[config.mk]
export PLATFORM = sky130hd
export DESIGN_NAME = uart_rx_fifo
export DESIGN_NICKNAME = d
export VERILOG_FILES = /design/src/rtl/uart_rx_fifo.sv
export SDC_FILE = /design/constraint.sdc
export NUM_CORES = 1
export LEC_CHECK = 0
export ABC_AREA = 1
export ABC_CLOCK_PERIOD_IN_PS = 7300
export CORE_ASPECT_RATIO = 1.75
export CORE_MARGIN = 10
export CORE_UTILIZATION = 30
export CTS_BUF_LIST = sky130_fd_sc_hd__clkbuf_4 sky130_fd_sc_hd__clkbuf_8
export CTS_CLUSTER_DIAMETER = 150
export CTS_CLUSTER_SIZE = 25
export DETAILED_ROUTE_END_ITERATION = 16
export PLACE_DENSITY = 0.47
export SYNTH_ARGS = -nofsm -noshare
export SYNTH_HDL_FRONTEND = slang
export SYNTH_SLANG_ARGS = --single-unit
export TNS_END_PERCENT = 1
[constraint.sdc]
create_clock -name m_clk -period 7.3 [get_ports m_clk]
set_clock_uncertainty 0.15 [all_clocks]
set_input_delay 2.19 -clock m_clk [delete_from_list [all_inputs] [get_ports m_clk]]
set_output_delay 2.19 -clock m_clk [all_outputs]
set_load 0.01 [all_outputs]
[src/rtl/uart_rx_fifo.sv]
// UART receive FIFO: show-ahead read data, trigger level, DMA request, single-cycle updates; writes while full are dropped and flag overrun.
// Optional character timeout is built only when UART_RX_FIFO_TIMEOUT_EN is defined.
module uart_rx_fifo #(
  parameter int DEPTH       = 16,
  parameter int TIMEOUT_CYC = 640
) (
  input  logic                   m_clk,
  input  logic                   reset,
  input  logic                   FIFO_EN,
  input  logic                   DMA_MODE,
  input  logic                   fifo_clr,
  input  logic                   wr_en,
  input  logic [7:0]             wr_data,
  input  logic                   rd_en,
  output logic [7:0]             rd_data,
  input  logic [1:0]             trig_lvl,
  output logic [$clog2(DEPTH):0] count,
  output logic                   empty,
  output logic                   full,
  output logic                   overrun,
  output logic                   trig_hit,
  output logic                   dma_req,
  output logic                   timeout
);
  localparam int AW = $clog2(DEPTH);
  localparam int CW = AW + 1;
  localparam logic [AW-1:0] PTR_ONE  = AW'(1);
  localparam logic [CW-1:0] CNT_ONE  = CW'(1);
  localparam logic [CW-1:0] CAP_FIFO = CW'(DEPTH);
  localparam logic [CW-1:0] THR_1    = CW'(1);
  localparam logic [CW-1:0] THR_Q    = CW'(DEPTH / 4);
  localparam logic [CW-1:0] THR_H    = CW'(DEPTH / 2);
  localparam logic [CW-1:0] THR_NF   = CW'(DEPTH - 2);

  if ((1 << AW) != DEPTH || DEPTH < 4 || TIMEOUT_CYC < 1) begin : g_bad_params
    $error("uart_rx_fifo: DEPTH must be a power of two >= 4 and TIMEOUT_CYC >= 1");
  end

  logic [7:0]    mem_q [DEPTH];
  logic [AW-1:0] wr_ptr_q, wr_ptr_d, rd_ptr_q, rd_ptr_d;
  logic [CW-1:0] count_q, count_d, cap, thr;
  logic          overrun_q, overrun_d;
  logic          dma_q, dma_d, dma_set;
  logic          fifo_en_q;
  logic          flush, do_wr, do_rd;

  // A mode change reorganises capacity, so it discards the queue like fifo_clr.
  assign flush = fifo_clr | (FIFO_EN != fifo_en_q);
  assign cap   = FIFO_EN ? CAP_FIFO : CNT_ONE;
  assign empty = (count_q == '0);
  assign full  = (count_q == cap);
  assign do_wr = wr_en & (~full | rd_en) & ~flush;
  assign do_rd = rd_en & ~empty & ~flush;

  assign count   = count_q;
  assign overrun = overrun_q;
  assign rd_data = empty ? 8'h00 : mem_q[rd_ptr_q];

  always_comb begin
    case (trig_lvl)
      2'd0:    thr = THR_1;
      2'd1:    thr = THR_Q;
      2'd2:    thr = THR_H;
      default: thr = THR_NF;
    endcase
  end

  assign trig_hit = FIFO_EN ? (count_q >= thr) : ~empty;
  assign dma_req  = DMA_MODE ? dma_q : ~empty;

  always_comb begin
    wr_ptr_d  = wr_ptr_q;
    rd_ptr_d  = rd_ptr_q;
    count_d   = count_q;
    overrun_d = overrun_q;
    dma_d     = dma_q;
    if (flush) begin
      wr_ptr_d  = '0;
      rd_ptr_d  = '0;
      count_d   = '0;
      overrun_d = 1'b0;
      dma_d     = 1'b0;
    end else begin
      if (do_wr) wr_ptr_d = wr_ptr_q + PTR_ONE;
      if (do_rd) rd_ptr_d = rd_ptr_q + PTR_ONE;
      case ({do_wr, do_rd})
        2'b10:   count_d = count_q + CNT_ONE;
        2'b01:   count_d = count_q - CNT_ONE;
        default: count_d = count_q;
      endcase
      if (wr_en && full && !rd_en) overrun_d = 1'b1;
      if (dma_set)    dma_d = 1'b1;
      else if (empty) dma_d = 1'b0;
    end
  end

  always_ff @(posedge m_clk) begin
    if (reset) begin
      wr_ptr_q  <= '0;
      rd_ptr_q  <= '0;
      count_q   <= '0;
      overrun_q <= 1'b0;
      dma_q     <= 1'b0;
      fifo_en_q <= FIFO_EN;
    end else begin
      wr_ptr_q  <= wr_ptr_d;
      rd_ptr_q  <= rd_ptr_d;
      count_q   <= count_d;
      overrun_q <= overrun_d;
      dma_q     <= dma_d;
      fifo_en_q <= FIFO_EN;
    end
  end

  always_ff @(posedge m_clk) begin
    if (do_wr && !reset) mem_q[wr_ptr_q] <= wr_data;
  end

`ifdef UART_RX_FIFO_TIMEOUT_EN
  localparam int IW = $clog2(TIMEOUT_CYC + 1);
  localparam logic [IW-1:0] IDLE_MAX = IW'(TIMEOUT_CYC);
  localparam logic [IW-1:0] IDLE_ONE = IW'(1);

  logic [IW-1:0] idle_q, idle_d;
  logic          to_q, to_d;

  // Idle count saturates so a long-idle queue keeps timeout asserted until serviced.
  always_comb begin
    idle_d = idle_q;
    to_d   = to_q;
    if (flush || empty || wr_en || rd_en) idle_d = '0;
    else if (idle_q != IDLE_MAX)          idle_d = idle_q + IDLE_ONE;
    if (flush || empty || rd_en)          to_d = 1'b0;
    else if (idle_d == IDLE_MAX)          to_d = 1'b1;
  end

  always_ff @(posedge m_clk) begin
    if (reset) begin
      idle_q <= '0;
      to_q   <= 1'b0;
    end else begin
      idle_q <= idle_d;
      to_q   <= to_d;
    end
  end

  assign timeout = to_q;
  assign dma_set = trig_hit | to_q;
`else
  assign timeout = 1'b0;
  assign dma_set = trig_hit;
`endif

endmodule

# Yosys cells after proc, flatten, opt, wreduce, memory -nomap -nowiden
# Memories as Yosys holds them, arrays and structs flattened. A register that Yosys moved wholly into a read port is not among the register bits.
# Cells that the tools add are included.
dict set report totals {
  word_cells 49
  mem_count 1
  out_inout_bits 19
  mem_bits_ro 0
  reg_bits 16
  latch_bits 0
  in_bits 17
  ram_bits 128
}
dict set report op_classes {
  n_addsub 4
  magnitude_cmp 1
  bitwise 9
  n_mux 12
  div_mod_pow 0
  n_eq_ne 6
  mul 0
  n_reduce_logical 10
  n_shift 0
}
# name depth width rd rd_clocked_by_memory_dff wr line_no
set mem_list {}
lappend mem_list {mem_q 16 8 1 1 1 39} ;# logic [7:0] mem_q [DEPTH];
# op n
set ops {}
lappend ops {{one-hot mux 4 bit (3 select lines)} 1}
lappend ops {{one-hot mux 5 bit (2 select lines)} 1}
lappend ops {{adder 4 x 1 -> 4 bit, second input constant} 2}
lappend ops {{two-way mux 4 bit} 2}
lappend ops {{two-way mux 8 bit} 1}
lappend ops {{two-way mux 1 bit} 6}
lappend ops {{adder 5 x 1 -> 5 bit, second input constant} 1}
lappend ops {{equality test 5 bit} 1}
lappend ops {{greater-or-equal comparator 5 bit} 1}
lappend ops {{zero test 5 bit} 1}
lappend ops {{two-way mux 5 bit} 1}
lappend ops {{subtractor 5 x 1 -> 5 bit, second input constant} 1}
lappend ops {{AND 1 bit} 4}
lappend ops {{equality test 2 x 1 -> 1 bit, second input constant} 2}
lappend ops {{equality test 2 bit, second input constant} 2}
lappend ops {{nonzero test 2 bit} 2}
lappend ops {{logical AND 1 bit} 3}
lappend ops {{NOT 1 bit} 3}
lappend ops {{zero test 1 bit} 2}
lappend ops {{zero test 2 bit} 1}
lappend ops {{bitwise OR 1 bit} 2}
lappend ops {{OR reduction 2 bit} 1}
lappend ops {{!= test 1 bit} 1}

# Logic depth before layout (Yosys ltp)
# Gate-level depths: netlist of the first run.
dict set report logic_depth {
  ltp_word 9
  mapped_depth 15
  mapped_depth_nobuf 15
}

# Least setup slack after synthesis of the first run
# OpenSTA, ideal clock, no wires.
dict set report synth_timing {
  path_type {in2out}
  startpoint {in trig_lvl[1]}
  endpoint {out trig_hit}
  required_time_ns 4.960
  cell_stages 7
  path_slack_ns 2.010
  path_buffers 0
  t_arrival_ns 2.950
  cell_sequence {inv_1 -> ha_1 -> or2_2 -> a21oi_1 -> nand3_1 -> nand2_1 -> nand2_1}
}
dict set report synth_via {
  elab_chain_cells 4
  word_cells_on_any_way 6
  cone_classes {order compare (1); eq/ne (2); mux (2); reduce/logical (1)}
}
# item line_no
set synth_lines {}
lappend synth_lines {{from (decl)} 16} ;# input logic [1:0] trig_lvl,
lappend synth_lines {{equality test 2 bit (tied with other cells)} 60} ;# case (trig_lvl)
lappend synth_lines {{one-hot mux 4 bit (3 select lines) (*)} 60}
lappend synth_lines {{greater-or-equal comparator 5 bit (*)} 68} ;# assign trig_hit = FIFO_EN ? (count_q >= thr) : ~empty;
lappend synth_lines {{two-way mux 1 bit (*)} 68}
lappend synth_lines {{to (decl)} 21} ;# output logic trig_hit,
# Mark *: on every way between the ends. The rest lies on a longest branch, timed or not.

# Final worst setup path of the first run
dict set report layout_timing {
  startpoint {in trig_lvl[0]}
  endpoint {out trig_hit}
}
# The elaborated chain is that of the path after synthesis.

==> results of run 1 <==
==> path summary, 6_finish.rpt <==
| path | end | slack [ns] | depth (start not counted) |
|---|---|---|---|
| max | trig_hit | 0.80 | 10 |
| min reg2reg | overrun | 0.31 | 2 |
| max reg2reg | count[2] | 4.58 | 9 |
| min | overrun | 0.31 | 2 |
==> flip-flops by register name, summed over array words and instances, names as in the netlist, named ones only <==
register / count
wr_ptr_q: 4
count: 5
mem_q: 128
fifo_en_q: 1
dma_q: 1
rd_ptr_q: 4
overrun: 1
==> placed cells by master (no fill, tap or decap), types with 2 or more instances in the layout <==
cell type / count
nand2_1: 210
edfxtp_1: 128
nand3_1: 106
nor2_1: 36
clkdlybuf4s50_1: 34
inv_1: 29
a21oi_1: 20
dfxtp_1: 19
clkbuf_8: 17
ha_1: 13
nand4_1: 5
inv_2: 4
clkinv_2: 4
o21ai_0: 4
clkinv_4: 4
xor2_1: 3
inv_6: 3
bufinv_16: 3
nand3_2: 2
o21ai_1: 2
or2_2: 2
nand2_2: 2
o21bai_1: 2
inv_4: 2
buf_4: 2
==> logic make-up after synthesis <==
logic type      count (synthesis)  share of synthesized area [%]
simple gates                  367                           24.0
flops                         148                           65.3
buf+inv                        63                           4.83
compound gates                 29                           2.46
fa+ha+maj                      14                           2.81
xor+xnor                        4                          0.539
other cells                     1                         0.0577
==> layer usage <==
layer | routed length (µm) | global-route usage (%) | part of all wire [%] | up-vias
met5 | 0 | 0 | 0 | -
met4 | 344 | 4.69 | 2.1 | 0
met3 | 495 | 2.57 | 3.1 | 21
met2 | 8970 | 21.4 | 56 | 102
met1 | 6350 | 12.1 | 39 | 2096
li1 | - | - | - | 2176
==> stage by stage <==
| stage | setup slack (ns) | hold WS (ns) | cells |
|---|---|---|---|
| floorplan | 2.01 | 0.322 | 626 |
| global placement | 0.968 | 0.297 | 926 |
| detailed placement | 0.841 | 0.296 | 926 |
| CTS | 0.828 | 0.317 | 958 |
| global route | 0.643 | 0.355 | 958 |
| finish | 0.804 | 0.307 | 958 |
==> tightest hold or removal path, cell delays in order (launching register included) <==
cell and delay (ns):
dfxtp_1 0.32, inv_1 0.05, a21oi_1 0.05
==> layout make-up <==
cell class | instances | area share (%)
Multi-Input combinational cell | 415 | 26.1
Timing Repair Buffer | 36 | 4.77
Sequential cell | 148 | 56.9
Clock inverter | 15 | 2.40
Clock buffer | 17 | 3.14
Inverter | 35 | 1.78
Tap cell | 292 | 4.90
==> power by group through the flow <==
stage          clock (mW)  combinational (mW)  sequential [mW]
4_1_cts             0.684              0.0569            0.921
3_3_place_gp            0              0.0546            0.940
5_1_grt             0.723              0.0623            0.921
2_1_floorplan           0              0.0243            0.940
6_report            0.662              0.0558            0.921
3_5_place_dp            0              0.0566            0.940
==> results.md, run 1 <==
* Status: completed
* Layout cells sized above 1 at between 7 and 8%
* Die X at around 130 µm
* Max VDD drop at between 0.00008 and 0.00009 V
* Post-synthesis cell count at roughly 630
* Crit-path max cell delay at 0.52 ns
* Top Ports at 36
* First-pass GRT wire length at roughly 25 mm
* Drt wl/cell at about 17 µm
* Fin crit period at 6.50 ns
* Sw power at around 0.36 mW
* Worst Path Arrival at 4.16 ns
* CP max-delay cell: clkdlybuf4s50_1
* DR vias at about 4400
* Postcts setup bufs at 0
* Crit-path cells: clkdlybuf4s50_1 > inv_1 > ha_1 > nand2_1 > nand2_1 > a21oi_1 > nand3_1 > nand2_1 > nand2_1 > clkdlybuf4s50_1
* Detail Route Antenna Nets at 0
* Area growth syn-to-layout at 14.7%
* Top-count cell post-synth: nand2_1
* N_diodes at 0
* Setup TNS at 0 ns
* Design Area, Final at about 7500 µm²
* Leak at 2.70 nW
* CORE AREA at approximately 21000 µm²
* Async S/R FF share, synth at 0%
* DRT iter0 DRCs at 288
* Gate power share at between 3 and 4%
* Root Driver: clkbuf_8
* H-tree levels at 4
* Critical Path Source: trig_lvl[0]
* Die area at 28200 µm²
* Commonest cells post-synth: 210 x nand2_1, 128 x edfxtp_1, 106 x nand3_1
* Routed WL at ~16 mm
* Footprint of the multi-input gates at 1940 µm²
* CP required at between 4 and 5 ns
* Synth cell types at 33
* FMAX at between 150 and 200 MHz
* Syn. warnings at 0
* FP Rows at 71
* # port buffers at 34
* Vias in the first global route at ~4400
* Die Y at around 210 µm
* Mean Syn Cell Area at between 10 and 15 µm²
* EDFF count, synth at 128
* CP Max Fanout at 3
* Worst min path class: flip-flop to flip-flop
* Register area share after synthesis at roughly 65%
* CTS resizes at 0
* Worst skew pair latency at approximately 0.44 ns
* Clock network power share at between 40% and 50%
* Area contributors post-synth: edfxtp_1 59%, nand2_1 12%, nand3_1 8.2%
* CTS Buf Count at 17
* Syn Nets at approximately 660
* Hold_sp: overrun
* Clk slew on worst S/H paths at ~0.090 ns
* FF-to-FF Start: count[4]
* Top_reg_cell synth: edfxtp_1
* Post-place instance area at 7040 µm²
* RSZ-0062 raised after global routing: no
* Net Sw Frac at 21.8%
* TritonRoute pass-1 iters at 4
* Buf/Inv on CP at 3
* Hold buffers post-CTS at 0
* Critical path's most frequent cell: nand2_1
* Total grt overflow at 0
* Largest delay share family, worst path: buffers and inverters
* Largest net degree at the start of global routing at 65
* Critical Path Source Type: input port
* Initial Util at just over 30%
* Dpl hpwl at ~11 mm
* CP endpoint kind: output port
* TritonCTS clock tree: done
* TritonCTS Sinks at 148
* Endpoints failing setup at 0
* Max-Cap Viols at 0
* Filler Cells Inserted at between 2000 and 2500
* Critical path class: input port to output port
* Reg area at approximately 4200 µm²
* Initial antenna violation count at 0
* RD Place Congestion at between 0.7 and 0.8
* Hold Fails Final Rpt at 0
* Seq pwr share at ~56%
* #FFs+latches synth at about 150
* Yosys top cell by area: edfxtp_1
* # nets final at about 680
* Post-layout util at a little over a third
* Max transition margin at between 10% and 20%
* Period utilization at 89.0%
* Slew @ Worst Pin at about 1.3 ns
* Post-Syn Area at 6500 µm²
* Internal power at roughly 1.3 mW
* Longest Clk Path Bufs at 2
* Total GRT Usage at between 10 and 15%
* Max-slew violation count at 0
* Vias/cell at ~4.6
* Pwr Total at 1.64 mW
* PD cells at 220 nW/µm²
* Share of the synthesized area in the top cell type at 59.1%
* Drt drc at 0
Note: power is estimated with default switching activity, not from simulation.
==> run 2, diff against run 1 <==
GPL_TIMING_DRIVEN = 0   (was default)
==> results.md, run 2 (synthesis results as in run 1) <==
* DR vias at 4490
* Buf/Inv on CP at 4
* RSZ-0062 raised after global routing: no
* Hold EP: overrun
* CTS resizes at 0
* Top reg by flops: mem_q
* Total GRT Usage at 13.0%
* Largest register FFs at roughly 130
* Reg2reg end: count[2]
* Max VDD drop at between 0.00008 and 0.00009 V
* Total grt overflow at 0
* Critical Path Source Type: input port
* Filler Cells Inserted at around 2200
* First-pass GRT wire length at roughly 28 mm
* Area growth syn-to-layout at 17.1%
* Most common cell after layout, fill and taps aside: nand2_1
* Setup slack, reg-to-reg at about 4.5 ns
* Crit-path max cell delay at 0.54 ns
* Die area at 28200 µm²
* CP endpoint kind: output port
* N_diodes at 0
* Status: completed
* Hold Fails Final Rpt at 0
* Hold_sp: overrun
* Detail Route Antenna Nets at 0
* TritonCTS Sinks at 148
* Register-to-Register Path Depth at 9
* # port buffers at 34
* DRT iter0 DRCs at ~290
* Setup TNS at 0 ns
* Initial Util at 30.4%
* Worst min path class: flip-flop to flip-flop
* TritonRoute pass-1 iters at 5
* CTS Buf Count at 17
* PD cells at 216 nW/µm²
* Longest Clk Path Bufs at 2
* CP Max Fanout at 3
* WHS at approximately 0.31 ns
* Drt drc at 0
* Max-slew violation count at 0
* Critical path class: input port to output port
* FP Rows at 71
* Most frequent cells in the layout: 210 x nand2_1, 128 x edfxtp_1, 106 x nand3_1
* RD Place Congestion at 0.882
* Post-layout util at a little over a third
* Postcts setup bufs at 0
* Hold path depth at 2
* Max transition margin at 31.8%
* Fin crit period at between 6 and 7 ns
* Routed WL at about 18 mm
* Layout cells sized above 1 at a little under a tenth
* Largest net degree at the start of global routing at 17
* Top Ports at 36
* Slew @ Worst Pin at just over 1 ns
* # nets final at 710
* CORE AREA at about 21000 µm²
* Vias/cell at approximately 4.6
* Die Y at between 200 and 250 µm
* TritonCTS clock tree: done
* Leak at between 2 and 3 nW
* Crit-path cells: clkdlybuf4s50_1 > inv_1 > ha_1 > inv_1 > nor2_1 > nand4_1 > nand3_1 > nand2_1 > nand2_1 > clkdlybuf4s50_1
* Endpoints failing setup at 0
* Max-Cap Viols at 0
* FMAX at around 160 MHz
* Vias in the first global route at about 4800
* Largest delay share family, worst path: buffers and inverters
* FF-to-FF Start: count[4]
* Design Area, Final at about 7600 µm²
* Drt wl/cell at 18.3 µm
* Hold buffers post-CTS at 0
* Worst Path Arrival at 4.05 ns
* CP max-delay cell: clkdlybuf4s50_1
* Root Driver: clkbuf_8
* Post-place instance area at between 7000 and 8000 µm²
* Dpl hpwl at between 10 and 15 mm
* Pwr Total at 1.64 mW
* Initial antenna violation count at 0
* Period utilization at between 80% and 90%
* Die X at ~130 µm
* H-tree levels at 4
* CP required at between 4 and 5 ns
* Worst skew pair latency at roughly 0.44 ns
* Clk slew on worst S/H paths at about 0.090 ns
[run 2: changes by cell type in the layout (fill, tap and decap cells not counted), moves of 2 or more]
cell	before	now
inv_4	2	0
clkinv_1	1	3
clkbuf_4	0	2
buf_6	0	5
buf_2	0	13
inv_6	3	1
clkbuf_1	0	5
[run 2: metal layers]
metal / wire (µm) / vias up / global-route usage, % / part of all wire [%]
met2: 9840 / 110 / 24.1 / 55
met3: 689 / 39 / 2.87 / 3.8
met1: 6670 / 2114 / 12.9 / 37
met5: 0 / - / 0 / 0
met4: 838 / 0 / 7.59 / 4.6
li1: - / 2227 / - / -
[run 2: worst reg2reg max path: cells and delay by family, from the launching register on]
| kind | cells | cell delay (ns) |
|---|---|---|
| flops | 1 | 0.53 |
| fa+ha+maj | 2 | 0.74 |
| compound gates | 1 | 0.23 |
| simple gates | 5 | 0.94 |
| buf+inv | 1 | 0.08 |
[run 2: metrics by stage]
step                      setup WS (ns)  cells
after floorplan                    2.01    626
after global placement            0.898    952
after detailed placement          0.888    952
after CTS                         0.878    984
after global routing              0.762    984
final                             0.907    984
[run 2: report_power, final]
| part | total, mW | internal (mW) | switching (mW) |
|---|---|---|---|
| clock network | 0.660 | 0.345 | 0.315 |
| registers | 0.921 | 0.919 | 0.00158 |
| logic | 0.0615 | 0.0214 | 0.0400 |
| total | 1.64 | 1.29 | 0.356 |
[run 2: area by class of cell]
cell class	instances	area [µm²]	share of cell area (%)
clock buffer	19	249	3.27
inverter	35	133	1.74
clock inverter	13	159	2.09
timing repair buffer	34	340	4.47
buffer	28	181	2.38
tap	292	365	4.80
multi-input combinational	415	1940	25.5
sequential	148	4240	55.7
[run 2: worst max-delay path by stage]
stage          slack [ns]  cells past startpoint         from  endpoint
4_1_cts              0.88                     10  trig_lvl[1]  trig_hit
3_3_place_gp         0.90                     10  trig_lvl[1]  trig_hit
6_report             0.91                     10  trig_lvl[1]  trig_hit
2_1_floorplan        2.01                      7  trig_lvl[1]  trig_hit
3_5_place_dp         0.89                     10  trig_lvl[1]  trig_hit
5_1_grt              0.76                     10  trig_lvl[1]  trig_hit
==> run 3, diff against run 2 <==
REMOVE_ABC_BUFFERS = 1   (was default)
==> results.md, run 3 (synthesis results as in run 1) <==
* Max-Cap Viols at 0
* Postcts setup bufs at 0
* Hold EP: overrun
* Most common cell after layout, fill and taps aside: nand2_1
* DRT iter0 DRCs at approximately 240
* Top Ports at 36
* Register-to-Register Path Depth at 9
* Crit-path max cell delay at 0.54 ns
* # nets final at slightly below 700
* Setup TNS at 0 ns
* Most frequent cells in the layout: 210 x nand2_1, 128 x edfxtp_1, 106 x nand3_1
* CP endpoint kind: output port
* Initial antenna violation count at 0
* Drt wl/cell at 16.8 µm
* Die Y at 215 µm
* Hold buffers post-CTS at 0
* Status: completed
* TritonCTS clock tree: done
* Layout cells sized above 1 at ~7.4%
* CTS resizes at 0
* Clk slew on worst S/H paths at roughly 0.090 ns
* Vias/cell at between 4 and 5
* Worst skew pair latency at 0.46 ns
* RD Place Congestion at between 0.7 and 0.8
* FMAX at ~150 MHz
* Vias in the first global route at between 4000 and 5000
* TritonCTS Sinks at between 100 and 150
* TritonRoute pass-1 iters at 6
* N_diodes at 0
* Critical path class: input port to output port
* Slack of the critical path at roughly 0.82 ns
* FF-to-FF Start: count[4]
* Total grt overflow at 0
* Crit-path cells: clkdlybuf4s50_1 > inv_1 > ha_1 > inv_1 > nor2_1 > nand4_1 > nand3_1 > nand2_1 > nand2_1 > clkdlybuf4s50_1
* CP max-delay cell: clkdlybuf4s50_1
* Setup slack, reg-to-reg at approximately 4.6 ns
* Pre-CTS setup slack at around 0.83 ns
* Root Driver: clkbuf_8
* Drt drc at 0
* CORE AREA at 21400 µm²
* Initial Util at 30.4%
* Hold path depth at 2
* Fin crit period at ~6.5 ns
* Detail Route Antenna Nets at 0
* DR vias at ~4400
* First-pass GRT wire length at roughly 25 mm
* Hold Fails Final Rpt at 0
* Post-layout util at around a third
* Max VDD drop at 0.0000867 V
* Leak at 2.68 nW
* Critical Path Source Type: input port
* Die X at ~130 µm
* Largest net degree at the start of global routing at 65
* CTS Buf Count at 17
* CP required at just under 5 ns
* Area growth syn-to-layout at 14.3%
* Max transition margin at 19.9%
* Longest Clk Path Bufs at 2
* Die area at 28200 µm²
* Worst min path class: flip-flop to flip-flop
* RSZ-0062 raised after global routing: no
* FP Rows at 71
* Routed WL at between 15 and 20 mm
* Worst Path Arrival at 4.14 ns
* Reg2reg end: count[2]
* Largest register FFs at approximately 130
* CP Max Fanout at 3
* Total GRT Usage at 11.6%
* Max-slew violation count at 0
* Period utilization at roughly nine tenths
* # port buffers at 34
* H-tree levels at 4
* Dpl hpwl at roughly 11 mm
* Top reg by flops: mem_q
* Hold_sp: overrun
* PD cells at approximately 220 nW/µm²
* Slew @ Worst Pin at about 1.2 ns
* Endpoints failing setup at 0
-- run 3: changes by cell type in the layout (fill, tap and decap cells not counted), sizes merged --
cell	delta
clkinv	-3
inv	+7
buf	-22
bufinv	-2
clkbuf	-7
-- run 3: how the worst max path moves through the flow --
stage	startpoint	end	slack, ns
2_1_floorplan	trig_lvl[1]	trig_hit	2.01
3_3_place_gp	flip-flop	rd_data[3]	0.45
3_5_place_dp	trig_lvl[1]	trig_hit	0.83
4_1_cts	flip-flop	rd_data[5]	0.55
5_1_grt	trig_lvl[1]	trig_hit	0.70
6_report	trig_lvl[1]	trig_hit	0.82
-- run 3: per-stage QoR --
stage | total power [mW] | cells | hold WS (ns) | cell area, µm²
after CTS | 1.62 | 957 | 0.311 | 7430
after global placement | 0.994 | 924 | 0.300 | 7030
final | 1.60 | 957 | 0.312 | 7430
after floorplan | 0.963 | 598 | 0.322 | 6320
after global routing | 1.65 | 957 | 0.381 | 7430
after detailed placement | 0.996 | 925 | 0.295 | 7050
-- run 3: layout make-up --
type                    instances  area, µm²
repair buffers                 35        360
multi-input cells             415       1940
fillers                      2176      14000
clock inverters                15        146
inverters                      35        133
clock buffers                  17        234
well taps                     292        365
flip-flops and latches        148       4250
-- run 3: layer usage --
layer	global-route usage [%]	vias up	share of wire, %
met5	0	-	0
met4	6.96	0	3.7
met3	2.83	30	3.6
met2	20.9	96	54
met1	11.8	2140	39
li1	-	2179	-
-- run 3: power breakdown --
part           internal (mW)  total (mW)  switching (mW)
Sequential             0.919       0.921         0.00186
Combinational         0.0203      0.0554          0.0351
Clock                  0.278       0.625           0.347
Total                   1.22        1.60           0.384
-- run 3: worst max-delay path: cells and delay by family --
family	cells	cell delay (ns)
adder cells (fa/ha/maj)	1	0.30
buffers and inverters	4	1.15
AND/OR/NAND/NOR	5	0.50
